File: src/rtl/d_bridge_pkg.sv
// Shared types and helpers for the data-side SRAM-like bridge with posted-write buffer.
package d_bridge_pkg;

    typedef enum logic [1:0] {
        IDLE,
        ADDR,
        DATA
    } bus_state_t;

    localparam int BUS_DATA_W = 32;
    localparam int BYTES      = BUS_DATA_W / 8;
    localparam int MAX_BYTES  = 8;

    // Byte-enable popcount mapped to log2(bytes); unexpected patterns fall back to word size.
    function automatic logic [1:0] size_enc(input logic [MAX_BYTES-1:0] wen);
        int cnt;
        cnt = 0;
        for (int i = 0; i < MAX_BYTES; i++) begin
            cnt += int'(wen[i]);
        end
        case (cnt)
            1:       size_enc = 2'd0;
            2:       size_enc = 2'd1;
            8:       size_enc = 2'd3;
            default: size_enc = 2'd2;
        endcase
    endfunction

endpackage

File: src/rtl/wbuf_fifo.sv
// Posted-write buffer: DEPTH entries of {addr, wdata, wen}, head visible without popping.
module wbuf_fifo #(
    parameter int ADDR_W = 32,
    parameter int DATA_W = 32,
    parameter int DEPTH  = 4
) (
    input  logic                clk,
    input  logic                resetn,
    input  logic                push,
    input  logic                pop,
    input  logic [ADDR_W-1:0]   push_addr,
    input  logic [DATA_W-1:0]   push_wdata,
    input  logic [DATA_W/8-1:0] push_wen,
    output logic                full,
    output logic                empty,
    output logic [ADDR_W-1:0]   head_addr,
    output logic [DATA_W-1:0]   head_wdata,
    output logic [DATA_W/8-1:0] head_wen
);

    localparam int PTR_W = $clog2(DEPTH);

    logic [PTR_W:0]        wr_ptr_q, wr_ptr_d;
    logic [PTR_W:0]        rd_ptr_q, rd_ptr_d;
    logic [ADDR_W-1:0]     addr_mem_q  [DEPTH];
    logic [ADDR_W-1:0]     addr_mem_d  [DEPTH];
    logic [DATA_W-1:0]     wdata_mem_q [DEPTH];
    logic [DATA_W-1:0]     wdata_mem_d [DEPTH];
    logic [DATA_W/8-1:0]   wen_mem_q   [DEPTH];
    logic [DATA_W/8-1:0]   wen_mem_d   [DEPTH];

    always_comb begin
        wr_ptr_d    = wr_ptr_q;
        rd_ptr_d    = rd_ptr_q;
        addr_mem_d  = addr_mem_q;
        wdata_mem_d = wdata_mem_q;
        wen_mem_d   = wen_mem_q;
        if (push) begin
            addr_mem_d[wr_ptr_q[PTR_W-1:0]]  = push_addr;
            wdata_mem_d[wr_ptr_q[PTR_W-1:0]] = push_wdata;
            wen_mem_d[wr_ptr_q[PTR_W-1:0]]   = push_wen;
            wr_ptr_d = wr_ptr_q + (PTR_W+1)'(1);
        end
        if (pop) begin
            rd_ptr_d = rd_ptr_q + (PTR_W+1)'(1);
        end
    end

    always_ff @(posedge clk) begin
        if (!resetn) begin
            wr_ptr_q <= '0;
            rd_ptr_q <= '0;
        end else begin
            wr_ptr_q <= wr_ptr_d;
            rd_ptr_q <= rd_ptr_d;
        end
    end

    // Storage needs no reset: the pointers alone decide which entries are live.
    always_ff @(posedge clk) begin
        addr_mem_q  <= addr_mem_d;
        wdata_mem_q <= wdata_mem_d;
        wen_mem_q   <= wen_mem_d;
    end

    assign empty      = (wr_ptr_q == rd_ptr_q);
    assign full       = (wr_ptr_q[PTR_W] != rd_ptr_q[PTR_W]) &&
                        (wr_ptr_q[PTR_W-1:0] == rd_ptr_q[PTR_W-1:0]);
    assign head_addr  = addr_mem_q[rd_ptr_q[PTR_W-1:0]];
    assign head_wdata = wdata_mem_q[rd_ptr_q[PTR_W-1:0]];
    assign head_wen   = wen_mem_q[rd_ptr_q[PTR_W-1:0]];

endmodule

File: src/rtl/d_sram_like_bridge_wbuf.sv
// Data-side bridge from the CPU SRAM port to an SRAM-like bus, one transaction in flight,
// with stores retired into a posted-write buffer that drains ahead of any load.
module d_sram_like_bridge_wbuf
    import d_bridge_pkg::*;
#(
    parameter int ADDR_W   = 32,
    parameter int DATA_W   = 32,
    parameter int WB_DEPTH = 4
) (
    input  logic                clk,
    input  logic                resetn,
    input  logic                flush,
    input  logic                longest_stall,
    input  logic                data_sram_en,
    input  logic [DATA_W/8-1:0] data_sram_wen,
    input  logic [ADDR_W-1:0]   data_sram_addr,
    input  logic [DATA_W-1:0]   data_sram_wdata,
    output logic [DATA_W-1:0]   data_sram_rdata,
    output logic                d_stall,
    output logic                wbuf_empty,
    output logic                data_req,
    output logic                data_wr,
    output logic [1:0]          data_size,
    output logic [ADDR_W-1:0]   data_addr,
    output logic [DATA_W-1:0]   data_wdata,
    input  logic [DATA_W-1:0]   data_rdata,
    input  logic                data_addr_ok,
    input  logic                data_data_ok
);

    localparam int NBYTES = DATA_W / 8;
    localparam logic [1:0] LOAD_SIZE = (NBYTES == 8) ? 2'd3 : 2'd2;

    bus_state_t          state_q, state_d;
    logic                src_wbuf_q, src_wbuf_d;
    logic [ADDR_W-1:0]   addr_q, addr_d;
    logic [DATA_W-1:0]   wdata_q, wdata_d;
    logic [1:0]          size_q, size_d;
    logic                done_q, done_d;
    logic                discard_q, discard_d;
    logic [DATA_W-1:0]   rdata_q, rdata_d;

    logic                fifo_full, fifo_empty;
    logic [ADDR_W-1:0]   head_addr;
    logic [DATA_W-1:0]   head_wdata;
    logic [NBYTES-1:0]   head_wen;
    logic [MAX_BYTES-1:0] head_wen_ext;

    logic is_store, is_load, push, pop, issue_wbuf, issue_load, complete;

    assign is_store   = data_sram_en & (|data_sram_wen);
    assign is_load    = data_sram_en & ~(|data_sram_wen);
    assign push       = is_store & ~flush & ~fifo_full;
    assign issue_wbuf = ~fifo_empty;
    assign issue_load = is_load & fifo_empty & ~done_q & ~flush;
    assign complete   = ((state_q == ADDR) & data_addr_ok & data_data_ok) |
                        ((state_q == DATA) & data_data_ok);
    assign pop        = complete & src_wbuf_q;

    wbuf_fifo #(
        .ADDR_W (ADDR_W),
        .DATA_W (DATA_W),
        .DEPTH  (WB_DEPTH)
    ) u_wbuf (
        .clk        (clk),
        .resetn     (resetn),
        .push       (push),
        .pop        (pop),
        .push_addr  (data_sram_addr),
        .push_wdata (data_sram_wdata),
        .push_wen   (data_sram_wen),
        .full       (fifo_full),
        .empty      (fifo_empty),
        .head_addr  (head_addr),
        .head_wdata (head_wdata),
        .head_wen   (head_wen)
    );

    always_ff @(posedge clk) begin
        if (!resetn) begin
            state_q <= IDLE;
        end else begin
            state_q <= state_d;
        end
    end

    always_comb begin
        state_d = state_q;
        case (state_q)
            IDLE: if (issue_wbuf || issue_load) state_d = ADDR;
            ADDR: if (data_addr_ok) state_d = data_data_ok ? IDLE : DATA;
            DATA: if (data_data_ok) state_d = IDLE;
            default: state_d = IDLE;
        endcase
    end

    always_comb begin
        data_req   = (state_q == ADDR);
        data_wr    = src_wbuf_q;
        data_size  = size_q;
        data_addr  = addr_q;
        data_wdata = wdata_q;
        wbuf_empty = fifo_empty & (state_q == IDLE);
        d_stall    = (is_store & fifo_full) | (is_load & ~done_q);
    end

    // Bus fields are captured on issue so a flushed CPU port cannot disturb a held request.
    always_comb begin
        head_wen_ext             = '0;
        head_wen_ext[NBYTES-1:0] = head_wen;
        src_wbuf_d = src_wbuf_q;
        addr_d     = addr_q;
        wdata_d    = wdata_q;
        size_d     = size_q;
        if (state_q == IDLE) begin
            if (issue_wbuf) begin
                src_wbuf_d = 1'b1;
                addr_d     = head_addr;
                wdata_d    = head_wdata;
                size_d     = size_enc(head_wen_ext);
            end else if (issue_load) begin
                src_wbuf_d = 1'b0;
                addr_d     = data_sram_addr;
                wdata_d    = '0;
                size_d     = LOAD_SIZE;
            end
        end
    end

    // A flushed load still completes on the bus, but its data must never reach the pipeline.
    always_comb begin
        done_d    = done_q;
        discard_d = discard_q;
        rdata_d   = rdata_q;
        if (done_q && !longest_stall) done_d = 1'b0;
        if (complete && !src_wbuf_q) begin
            if (discard_q || flush) begin
                discard_d = 1'b0;
            end else begin
                rdata_d = data_rdata;
                done_d  = 1'b1;
            end
        end else if (flush && !src_wbuf_q && state_q != IDLE) begin
            discard_d = 1'b1;
        end
        if (flush) done_d = 1'b0;
    end

    always_ff @(posedge clk) begin
        if (!resetn) begin
            src_wbuf_q <= 1'b0;
            addr_q     <= '0;
            wdata_q    <= '0;
            size_q     <= 2'd0;
            done_q     <= 1'b0;
            discard_q  <= 1'b0;
            rdata_q    <= '0;
        end else begin
            src_wbuf_q <= src_wbuf_d;
            addr_q     <= addr_d;
            wdata_q    <= wdata_d;
            size_q     <= size_d;
            done_q     <= done_d;
            discard_q  <= discard_d;
            rdata_q    <= rdata_d;
        end
    end

    assign data_sram_rdata = rdata_q;

endmodule

File: config.mk
export PLATFORM = sky130hd
export DESIGN_NAME = d_sram_like_bridge_wbuf
export DESIGN_NICKNAME = d
export VERILOG_FILES = /design/src/rtl/d_bridge_pkg.sv /design/src/rtl/wbuf_fifo.sv /design/src/rtl/d_sram_like_bridge_wbuf.sv
export SDC_FILE = /design/constraint.sdc
export NUM_CORES = 1
export LEC_CHECK = 0
export ABC_CLOCK_PERIOD_IN_PS = 3800
export BUFFER_PORTS_ARGS = -buffer_cell sky130_fd_sc_hd__buf_4
export CAP_MARGIN = 10
export CORE_UTILIZATION = 25
export CTS_BUF_LIST = sky130_fd_sc_hd__clkbuf_4 sky130_fd_sc_hd__clkbuf_8 sky130_fd_sc_hd__clkbuf_16
export DETAILED_ROUTE_END_ITERATION = 12
export GPL_TIMING_DRIVEN = 0
export RECOVER_POWER = 100
export SETUP_SLACK_MARGIN = 0.1
export SLEW_MARGIN = 20
export SYNTH_ARGS = -nofsm -noshare
export SYNTH_HDL_FRONTEND = slang
export SYNTH_SLANG_ARGS = --single-unit
File: constraint.sdc
create_clock -name clk -period 3.8 [get_ports clk]
set_input_delay 0.38 -clock clk [delete_from_list [all_inputs] [get_ports clk]]
set_output_delay 0.38 -clock clk [all_outputs]
set_load 0.005 [all_outputs]
==> results.txt <==
Status: complete, but fails checks
Failing checks: capacitance limit, slew limit
Slew HR: -15.3%
CTS Buffer Depth: 3
Vias in the first global route: 9,546
Worst Path Required: 4.30 ns
R2r setup slk: 0.38 ns
CP arrival: 4.06 ns
Starting density of the core: 25.5%
Drt first pass iters: 5
Largest net degree at the start of global routing: 42
Fin crit share: 93.6%
Multi-input combinational cell area: 0.00389 mm^2
Avg Inst Size Synth: 17.2 um^2
Worst vdd ir: 0.000356 V
Reg2reg start: u_wbuf.rd_ptr_q[1]
Antenna Nets Post-Route: 0
WHS Path Cells: 3
# port buffers: 208
FF-to-FF End: u_wbuf.wdata_mem_q[74]
CP Class: in -> reg
Crit path max fanout: 10
Root buffer cell: clkbuf_16
Setup TNS after final layout: 0 ns
Final Wtd Congestion: 0.768
Layout cells sized above 1: 25.1%
Sequential area share after synthesis: 69.9%
Count of boundary I/O pins: 209
Mapped Area: 0.0148 mm^2
Max-slew violations: 9
FILL cells: 5,796
Gr ovfl total: 0
Fin cells: 1,946
Commonest cells after routing, fill and taps aside: 272 x edfxtp_1, 141 x clkbuf_1, 109 x dfxtp_1, 80 x clkbuf_4, 68 x mux4_2
Placed cells: 1,838
Post-CTS setup buffer count: 0
Ys flop type: edfxtp_1
RSZ-0062 raised after global routing: no
Syn Nets: 975
P_leak: 6.59 nW
Crit start category: input port
Iter 0 DRT Violations: 582
Die H: 245 um
Reg2reg path depth: 5
Hold Path Class: in -> reg
Asr flop ratio synth: 0%
Worst skew pair latency: 0.56 ns
Overall routed net length: 40,400 um
GR Util All Layers: 13.3%
Post-DP HPWL: 26,500 um
Via density: 4.73
Fin. Hold Viols: 0
Worst-Margin Slew: 1.72 ns
Hold endpoint: data_sram_rdata[23]
Seq cells post-synth: 381
Max Freq: 281 MHz
Worst-path clk slew: 0.06 ns
Hold Startpoint: data_rdata[23]
Num CTS Buffers: 42
Max Cap Violations: 1
Critical path capture point type: flop
Final setup fails: 0
Remaining DRCs: 0
Vias: 9,210
Core Area: 0.0581 mm^2
Layout area overhead: 26.5%
# clock sinks: 381
Cell variety after synth: 47
Synth Warn #: 0
# H-tree levels: 2
Avg WL per Cell: 20.7 um
Power Density: 516 mW/mm^2
Die Width: 245 um
CTS tree: yes
Antenna violations before repair: 3
Power Total: 0.00967 W
Final Skew: 0.0183 ns
DIE AREA: 0.0602 mm^2
Most common cell after layout, fill and taps aside: edfxtp_1
Row count: 88
Synth Instances: 860
Number of synthesized flops with an enable pin: 272
Tmin final: 3.56 ns
Final nets: 1,261
Reg area: 0.0103 mm^2
First-pass GRT wire length: 59,700 um
through the flow:
step / hold slack [ns] / setup WS (ns) / util [%] / instance area (um^2)
after floorplan: 0.452 / 0.570 / - / 14800
after global placement: 0.450 / -1.56 / 29.8 / 17300
after detailed placement: 0.456 / -0.188 / 30.0 / 17500
after CTS: 0.000135 / 0.115 / 33.0 / 19200
after global routing: 0.0495 / 0.0932 / 32.2 / 18700
final: 0.0638 / 0.242 / 32.2 / 18700
registers in the layout (all words and copies together) (netlist names):
register / cells
u_wbuf.wr_ptr_q: 3
discard_q: 1
u_wbuf.rd_ptr_q: 3
state_q: 2
data_addr: 32
data_sram_rdata: 32
done_q: 1
data_wr: 1
u_wbuf.wdata_mem_q: 128
u_wbuf.wen_mem_q: 16
data_size: 2
u_wbuf.addr_mem_q: 128
data_wdata: 32
layout make-up:
class,instances,share of cell area [%]
flip-flops and latches,381,55.2
inverters,8,0.160
multi-input cells,393,20.8
well taps,765,5.11
repair buffers,242,8.50
diodes,1,0.0134
clock inverters,25,1.26
clock buffers,53,6.43
plain buffers,78,2.55
worst max-delay path by stage:
| stage | startpoint | endpoint |
|---|---|---|
| final | flush | data_addr[15] |
| after global routing | u_wbuf.rd_ptr_q[1] | u_wbuf.addr_mem_q[57] |
| after CTS | u_wbuf.rd_ptr_q[0] | data_size[1] |
| after detailed placement | u_wbuf.rd_ptr_q[1] | data_size[1] |
| after global placement | u_wbuf.rd_ptr_q[0] | u_wbuf.wr_ptr_q[2] |
| after floorplan | u_wbuf.rd_ptr_q[0] | u_wbuf.wr_ptr_q[2] |
critical path, stage by stage:
cell and delay (ns):
dlygate4sd3_1 0.54, clkbuf_1 0.15, or2b_2 0.36, nor3_1 1.30, o21a_1 0.20, clkbuf_1 0.53
clkbuf_2 0.41, o211a_1 0.18
where the power goes:
part | internal (W) | leakage, nW | switching [W] | total (W)
Clock | 0.00252 | 0.712 | 0.00168 | 0.00420
Combinational | 0.000356 | 2.53 | 0.000437 | 0.000793
Sequential | 0.00460 | 3.36 | 0.0000698 | 0.00467
timing repair:
action                                  in CTS  in global routing
hold buffers                                29                  0
pin swaps                                    0                  0
gates resized for setup                      2                  2
hold endpoints to repair                    98                  0
endpoints found under the setup margin       2                  2
cells in the mapped netlist, types with 2 or more instances:
master / number / share of area [%]
a32o_1: 32 / 2.2
and2_1: 4 / 0.17
buf_1: 7 / 0.18
buf_12: 3 / 0.41
buf_2: 9 / 0.30
buf_6: 5 / 0.38
clkbuf_1: 41 / 1.0
clkbuf_8: 12 / 1.1
dfxtp_1: 109 / 15
edfxtp_1: 272 / 55
ha_1: 7 / 0.59
inv_1: 8 / 0.20
mux2i_1: 2 / 0.14
mux4_2: 68 / 10
nand2_1: 35 / 0.89
nand3_1: 33 / 1.1
nand4_1: 32 / 1.4
nand4b_1: 3 / 0.18
nor2_1: 7 / 0.18
nor2b_1: 2 / 0.084
nor3_1: 4 / 0.14
nor4_1: 2 / 0.084
o2111ai_1: 33 / 2.0
o211a_1: 33 / 2.2
o211ai_1: 2 / 0.10
o21a_1: 2 / 0.10
o21ai_0: 35 / 1.2
o31ai_1: 32 / 1.6
xnor2_2: 3 / 0.33
xor2_1: 6 / 0.35
logic make-up after synthesis:
logic type / after synthesis / synth area share (%)
adder cells (fa/ha/maj): 8 / 0.726
AO/OA/AOI/OAI: 175 / 9.81
flip-flops: 381 / 69.9
AND/OR/NAND/NOR: 130 / 4.68
XOR/XNOR: 10 / 0.743
buffers and inverters: 86 / 3.69
multiplexers: 70 / 10.5
routing by layer:
layer | share of wire, % | GRT usage [%] | vias up
met3 | 6.4 | 3.24 | 68
met5 | 0.055 | 0 | -
met4 | 2.1 | 3.95 | 4
li1 | - | - | 4123
met1 | 42 | 16.5 | 4734
met2 | 49 | 22.8 | 281
No activity file was read; power rests on OpenSTA's default activity.
